**src/rtl/quad_mixer.sv**
```systemverilog
// Quadrature down-mixer: multiplies the receive sample by the DDS cosine/sine
// samples and delivers rounded, saturated I/Q products with a fixed 3-clock latency.
module quad_mixer #(
  parameter int IN_W  = 16,
  parameter int OUT_W = 24
) (
  input  logic                    clk,
  input  logic                    rst_n,
  input  logic                    in_valid,
  input  logic signed [IN_W-1:0]  signal_in,
  input  logic signed [IN_W-1:0]  dds_i,
  input  logic signed [IN_W-1:0]  dds_q,
  output logic signed [OUT_W-1:0] mixed_signal_i,
  output logic signed [OUT_W-1:0] mixed_signal_q,
  output logic                    out_valid
);

  // Handshake: valid-only, no ready. A stage's data registers load only when the
  // valid entering that stage is high; the valid bits themselves advance every clock.

  localparam int P_W = 2 * IN_W;
  localparam int SH  = P_W - 1 - OUT_W;

  localparam logic [P_W:0]        RND   = (P_W + 1)'(64'd1 << SH) >> 1;
  localparam logic signed [P_W:0] MAX_V = $signed({{(P_W - OUT_W + 2){1'b0}}, {(OUT_W - 1){1'b1}}});
  localparam logic signed [P_W:0] MIN_V = $signed({{(P_W - OUT_W + 2){1'b1}}, {(OUT_W - 1){1'b0}}});

  // One extra bit keeps the half-up rounding addition from wrapping.
  function automatic logic signed [OUT_W-1:0] round_sat(input logic signed [P_W-1:0] p);
    logic signed [P_W:0] s;
    logic signed [P_W:0] r;
    s = $signed({p[P_W-1], p}) + $signed(RND);
    r = s >>> SH;
    if (r > MAX_V) begin
      round_sat = MAX_V[OUT_W-1:0];
    end else if (r < MIN_V) begin
      round_sat = MIN_V[OUT_W-1:0];
    end else begin
      round_sat = r[OUT_W-1:0];
    end
  endfunction

  logic                   s1_valid;
  logic signed [IN_W-1:0] s1_sig;
  logic signed [IN_W-1:0] s1_di;
  logic signed [IN_W-1:0] s1_dq;

  logic                   s2_valid;
  logic signed [P_W-1:0]  s2_pi;
  logic signed [P_W-1:0]  s2_pq;

  logic signed [P_W-1:0]  prod_i;
  logic signed [P_W-1:0]  prod_q;
  logic signed [OUT_W-1:0] res_i;
  logic signed [OUT_W-1:0] res_q;

  // Operands widened first so the multiply is done at full product width.
  assign prod_i = P_W'(s1_sig) * P_W'(s1_di);
  assign prod_q = P_W'(s1_sig) * P_W'(s1_dq);

  always_comb begin
    res_i = round_sat(s2_pi);
    res_q = round_sat(s2_pq);
  end

  always_ff @(posedge clk or negedge rst_n) begin
    if (!rst_n) begin
      s1_valid  <= 1'b0;
      s2_valid  <= 1'b0;
      out_valid <= 1'b0;
    end else begin
      s1_valid  <= in_valid;
      s2_valid  <= s1_valid;
      out_valid <= s2_valid;
    end
  end

  always_ff @(posedge clk or negedge rst_n) begin
    if (!rst_n) begin
      s1_sig         <= '0;
      s1_di          <= '0;
      s1_dq          <= '0;
      s2_pi          <= '0;
      s2_pq          <= '0;
      mixed_signal_i <= '0;
      mixed_signal_q <= '0;
    end else begin
      if (in_valid) begin
        s1_sig <= signal_in;
        s1_di  <= dds_i;
        s1_dq  <= dds_q;
      end
      if (s1_valid) begin
        s2_pi <= prod_i;
        s2_pq <= prod_q;
      end
      if (s2_valid) begin
        mixed_signal_i <= res_i;
        mixed_signal_q <= res_q;
      end
    end
  end

endmodule

```
**config.mk**
```make
export PLATFORM = sky130hd
export DESIGN_NAME = quad_mixer
export DESIGN_NICKNAME = d
export VERILOG_FILES = /design/src/rtl/quad_mixer.sv
export SDC_FILE = /design/constraint.sdc
export NUM_CORES = 2
export LEC_CHECK = 0
export ABC_AREA = 1
export CAP_MARGIN = 30
export CELL_PAD_IN_SITES_DETAIL_PLACEMENT = 0
export CELL_PAD_IN_SITES_GLOBAL_PLACEMENT = 2
export CORE_UTILIZATION = 30
export DETAILED_ROUTE_END_ITERATION = 12
export MAX_ROUTING_LAYER = met4
export PLACE_DENSITY = 0.64
export SKIP_CTS_REPAIR_TIMING = 1
export SLEW_MARGIN = 20
export SYNTH_ARGS = -nofsm -noshare
export SYNTH_HDL_FRONTEND = slang
export SYNTH_SLANG_ARGS = --single-unit
```
**constraint.sdc**
```tcl
create_clock -name clk -period 7.29 [get_ports clk]
set_clock_uncertainty 0.1 [all_clocks]
set_input_delay 1.458 -clock clk [delete_from_list [all_inputs] [get_ports clk]]
set_output_delay 1.458 -clock clk [all_outputs]
set_load 0.02 [all_outputs]
```
== Word level (Yosys, flattened, before mapping) ==
Cells that the tools add are included.

* Mux-type cells: 4
* Multipliers: 2
* Add/subtract/negate cells: 2
* $lt $le $gt $ge: 4

{| class="wikitable"
|+ Operator list
! kind !! count
|-
| $mux 24 || 4
|-
| $add 32x8->33 const B || 2
|-
| $mul 16x16->32 || 2
|-
| $gt 26x24->1 const B || 2
|-
| $lt 26x24->1 const B || 2
|}

* Register bits after elaboration: 163
* Word-level logic and storage cells: 22
* Output and inout bits: 49

== Logic depth before layout (Yosys ltp) ==
* Depth after elaboration: 4
* Gate-level depth with buffers: 29
* Mapped depth without buffers: 27

== Least setup slack after synthesis ==
OpenSTA, ideal clock, no wires.

* Path type: reg2reg
* From: register s1_di[2]
* To: register s2_pi[27]
* Cell stages (with the launch flop): 23
* Data required time: 7.072 ns
* Data arrival time: 5.560 ns
* Period minus slack after synthesis: 5.778 ns
* Slack: 1.512 ns
* Path buffers: 2
* Library setup time: 0.118 ns
* Path through: dfrtp_1 > clkbuf_1 > clkbuf_1 > nand2_1 > fa_1 > inv_1 > fa_1 > inv_1 > fa_1 > fa_1 > fa_1 > fa_1 > inv_1 > ha_1 > nand2_1 > nor2_1 > and2_1 > nand2_1 > and2_1 > nand2_1 > nand2_1 > nand3_1 > nand2_1

* Longest elaborated chain between the ends: 1

{| class="wikitable"
|+ RTL lines
! item !! line !! text
|-
| from (decl) || 45 || <nowiki>logic signed [IN_W-1:0] s1_di;</nowiki>
|-
| from (signal assigned) || 90 || <nowiki>s1_di <= dds_i;</nowiki>
|-
| $mul 16x16->32 || 58 || <nowiki>assign prod_i = P_W'(s1_sig) * P_W'(s1_di);</nowiki>
|-
| to (signal assigned) || 94 || <nowiki>s2_pi <= prod_i;</nowiki>
|-
| to (decl) || 49 || <nowiki>logic signed [P_W-1:0] s2_pi;</nowiki>
|}

Every way passes these cells.
A chain may end at the register's enable or synchronous reset.

== Worst setup path after layout ==
* From: register s1_sig[8]
* To: register s2_pi[31]

* Longest elaborated chain between the ends: 1

{| class="wikitable"
|+ RTL lines
! item !! line !! text
|-
| from (decl) || 44 || <nowiki>logic signed [IN_W-1:0] s1_sig;</nowiki>
|-
| from (signal assigned) || 89 || <nowiki>s1_sig <= signal_in;</nowiki>
|-
| $mul 16x16->32 || 58 ||
|}

Every way passes these cells.

==> results.sh <==
export IMPL_status="complete, no violations"
export IMPL_hold_class="flop to flop"
export IMPL_setup_ws_ns=0.738
export IMPL_setup_violations=0
export IMPL_die_h_um=311
export IMPL_path_max_fanout=18
export IMPL_grt_busiest_layer="met1"
export IMPL_wl_um=86200
export IMPL_worst_pin_slew_ns=1.01
export IMPL_end_kind="flop"
export IMPL_htree_levels=4
export IMPL_port_buffers=99
export IMPL_final_common_cell="nand2_1"
export IMPL_routabilityCongestion=0.835
export IMPL_required_ns=7.59
export IMPL_grt_max_degree=59
export IMPL_drc=0
export IMPL_nNetsFinal=4508
export IMPL_ant_nets=0
export IMPL_criticalPathCategory="flop to flop"
export IMPL_mostFrequentLayoutCells="1148 x nand2_1, 993 x inv_1, 522 x fa_1"
export IMPL_clock_sinks=151
export IMPL_synth_seq_cells=151
export IMPL_met1_usage_pct=28.9
export IMPL_drive_gt1_share_pct=4.73
export IMPL_worstPathArrival_ns=6.85
export IMPL_path_clk_slew_ns=0.08
export IMPL_reg2reg_from="s1_sig[8]$_DFFE_PN0P_"
export IMPL_num_rows=112
export IMPL_numCtsBuffers=17
export IMPL_start_util_pct=30.4
export IMPL_synth_top_area_share_pct=36.6
export IMPL_grt_overflow=0
export IMPL_yosysWarningCount=0
export IMPL_fmax_mhz=153
export IMPL_fin_crit_sh_pct=89.9
export IMPL_met3_usage_pct=1.76
export IMPL_yosysUniqueCellTypes=38
export IMPL_crit_start="s1_sig[8]$_DFFE_PN0P_"
export IMPL_core_area_um2=93900
export IMPL_synth_area_leader_cell="fa_1"
export IMPL_nFillCells=10400
export IMPL_root_buffer="clkbuf_16"
export IMPL_maxCapViolCount=0
export IMPL_grt_total_usage_pct=19.2
export IMPL_syn_inst=3754
export IMPL_antenna_found_initial=1
export IMPL_syn_avg_cell_area_um2=7.61
export IMPL_drt_iter0_markers=1046
export IMPL_setup_tns_ns=0
export IMPL_die_w_um=311
export IMPL_clk_latency_ns=0.51
export IMPL_yosys_top_cells_area="fa_1 37%, nand2_1 15%, dfrtp_1 13%, inv_1 13%, ha_1 7.0%"
export IMPL_cts_buffer_depth=2
export IMPL_worstHoldStart="mixed_signal_i[4]$_DFFE_PN0P_"
export IMPL_io_pins=100
export IMPL_grt_pass1_wl_um=139000
export IMPL_rsz0062_at_grt="no"
export IMPL_maxSlewHeadroom_pct=32.4
export IMPL_hold_violations=0
export IMPL_syn_to_final_growth_pct=10.4
export IMPL_dr_total_vias=22000
export IMPL_drt_vias_per_instance=4.36
export IMPL_syn_nets=4487
export IMPL_ys_seq_area_share_pct=13.2
export IMPL_worstSetupStartpointType="flop"
export IMPL_grt_use_met2_pct=28.2
export IMPL_routedWlPerCell_um=17.1
export IMPL_dpl_hpwl_um=71900
export IMPL_die_area_um2=96500
export IMPL_first_pass_iters=5
export IMPL_syn_area_um2=28600
export IMPL_slew_violations=0
export IMPL_min_period_ns=6.55
export IMPL_cts_tree="built"
export IMPL_dp_slack_ns=0.724
export IMPL_grt_pass1_vias=23700
critical path, cell delays in order (launching register included):
cell	delay [ns]
dfrtp_1	0.91
buf_4	0.38
nand2_1	0.08
inv_1	0.09
fa_1	0.42
inv_1	0.11
fa_1	0.41
inv_1	0.08
fa_1	0.44
fa_1	0.51
fa_1	0.49
inv_1	0.05
fa_1	0.47
inv_1	0.04
ha_1	0.37
nand2_1	0.12
nor2_1	0.26
nor3b_1	0.43
nand2_1	0.10
nand2_1	0.19
nand2_1	0.12
nand2_1	0.07
nand2_1	0.05
nand3_1	0.09
nand2_1	0.05
kinds of logic (layout without fill, tap and decap cells):
| group | after synthesis | after routing | synth area share (%) |
|---|---|---|---|
| other | 0 | 2 | 0 |
| adder cells (fa/ha/maj) | 682 | 682 | 43.6 |
| buffers and inverters | 1148 | 1182 | 15.3 |
| AND/OR/NAND/NOR | 1500 | 1500 | 21.0 |
| flip-flops | 151 | 151 | 13.2 |
| multiplexers | 39 | 39 | 1.54 |
| AO/OA/AOI/OAI | 170 | 170 | 3.40 |
| XOR/XNOR | 64 | 64 | 1.96 |
synth_stat cells:
cell type and instances:
ha_1 160, fa_1 522, a21oi_1 69, buf_1 8
nand4_1 20, nor3_1 17, clkinv_1 1, o21ai_1 3
nand2_1 1148, nor2_1 167, mux2_2 39, a31oi_1 3
xor2_1 33, nor3_2 2, nor3b_1 5, xnor2_1 31
nand2_4 3, buf_2 5, nand3b_1 10, a21oi_4 1
and2_1 5, buf_6 6, nand3_2 2, a21oi_2 20
nor2_4 2, and3_1 3, or2_2 2, o21ai_0 62
inv_2 4, inv_1 993, nor2_2 8, nand3_1 97
a21boi_0 1, clkbuf_1 129, nand2_2 9, dfrtp_1 151
buf_4 2, o21bai_1 11
sequential cells by signal (all words and copies together), names as in the netlist:
name / count
s2_pi: 26
s2_pq: 26
mixed_signal_i: 24
mixed_signal_q: 24
s1_di: 16
s1_dq: 16
s1_sig: 16
out_valid: 1
s1_valid: 1
s2_valid: 1
final timing paths:
kind                       slack (ns)                              to  cells after the start
setup / recovery                 0.74           s2_pi[31]$_DFFE_PN0P_                     24
setup reg to reg                 0.74           s2_pi[31]$_DFFE_PN0P_                     24
max in group asynchronous        5.09           s2_pi[26]$_DFFE_PN0P_                      2
min in group asynchronous        0.81  mixed_signal_q[13]$_DFFE_PN0P_                      1
hold reg to reg                  0.38   mixed_signal_i[4]$_DFFE_PN0P_                      2
hold / removal                   0.38   mixed_signal_i[4]$_DFFE_PN0P_                      2
final cells by class:
class,instances,area [um^2],share of cell area [%]
clock inverter,13,139,0.440
sequential,151,3780,12.0
multi-input combinational,2455,20400,64.8
clock buffer,19,433,1.37
tap,1254,1570,4.97
inverter,998,3750,11.9
antenna,2,5.00,0.0159
timing repair buffer,152,1450,4.59
metrics by stage:
step	util, %	hold slack (ns)	instances	instance area [um^2]
CTS	33.6	0.387	5040	31500
global route	33.6	0.397	5043	31500
global placement	32.9	0.365	5005	30900
detailed placement	33.0	0.367	5008	30900
floorplan	-	0.252	3754	28600
finish	33.6	0.380	5044	31600
metal layers:
layer,part of all wire [%],up-vias
met3,2.3,38
met1,54,10900
met2,43,283
li1,-,10800
met4,0.82,0
met5,0,-
Power is left out: the tool's default activity adds up to more than one toggle a clock period on the data nets, which glitch-free logic cannot reach.
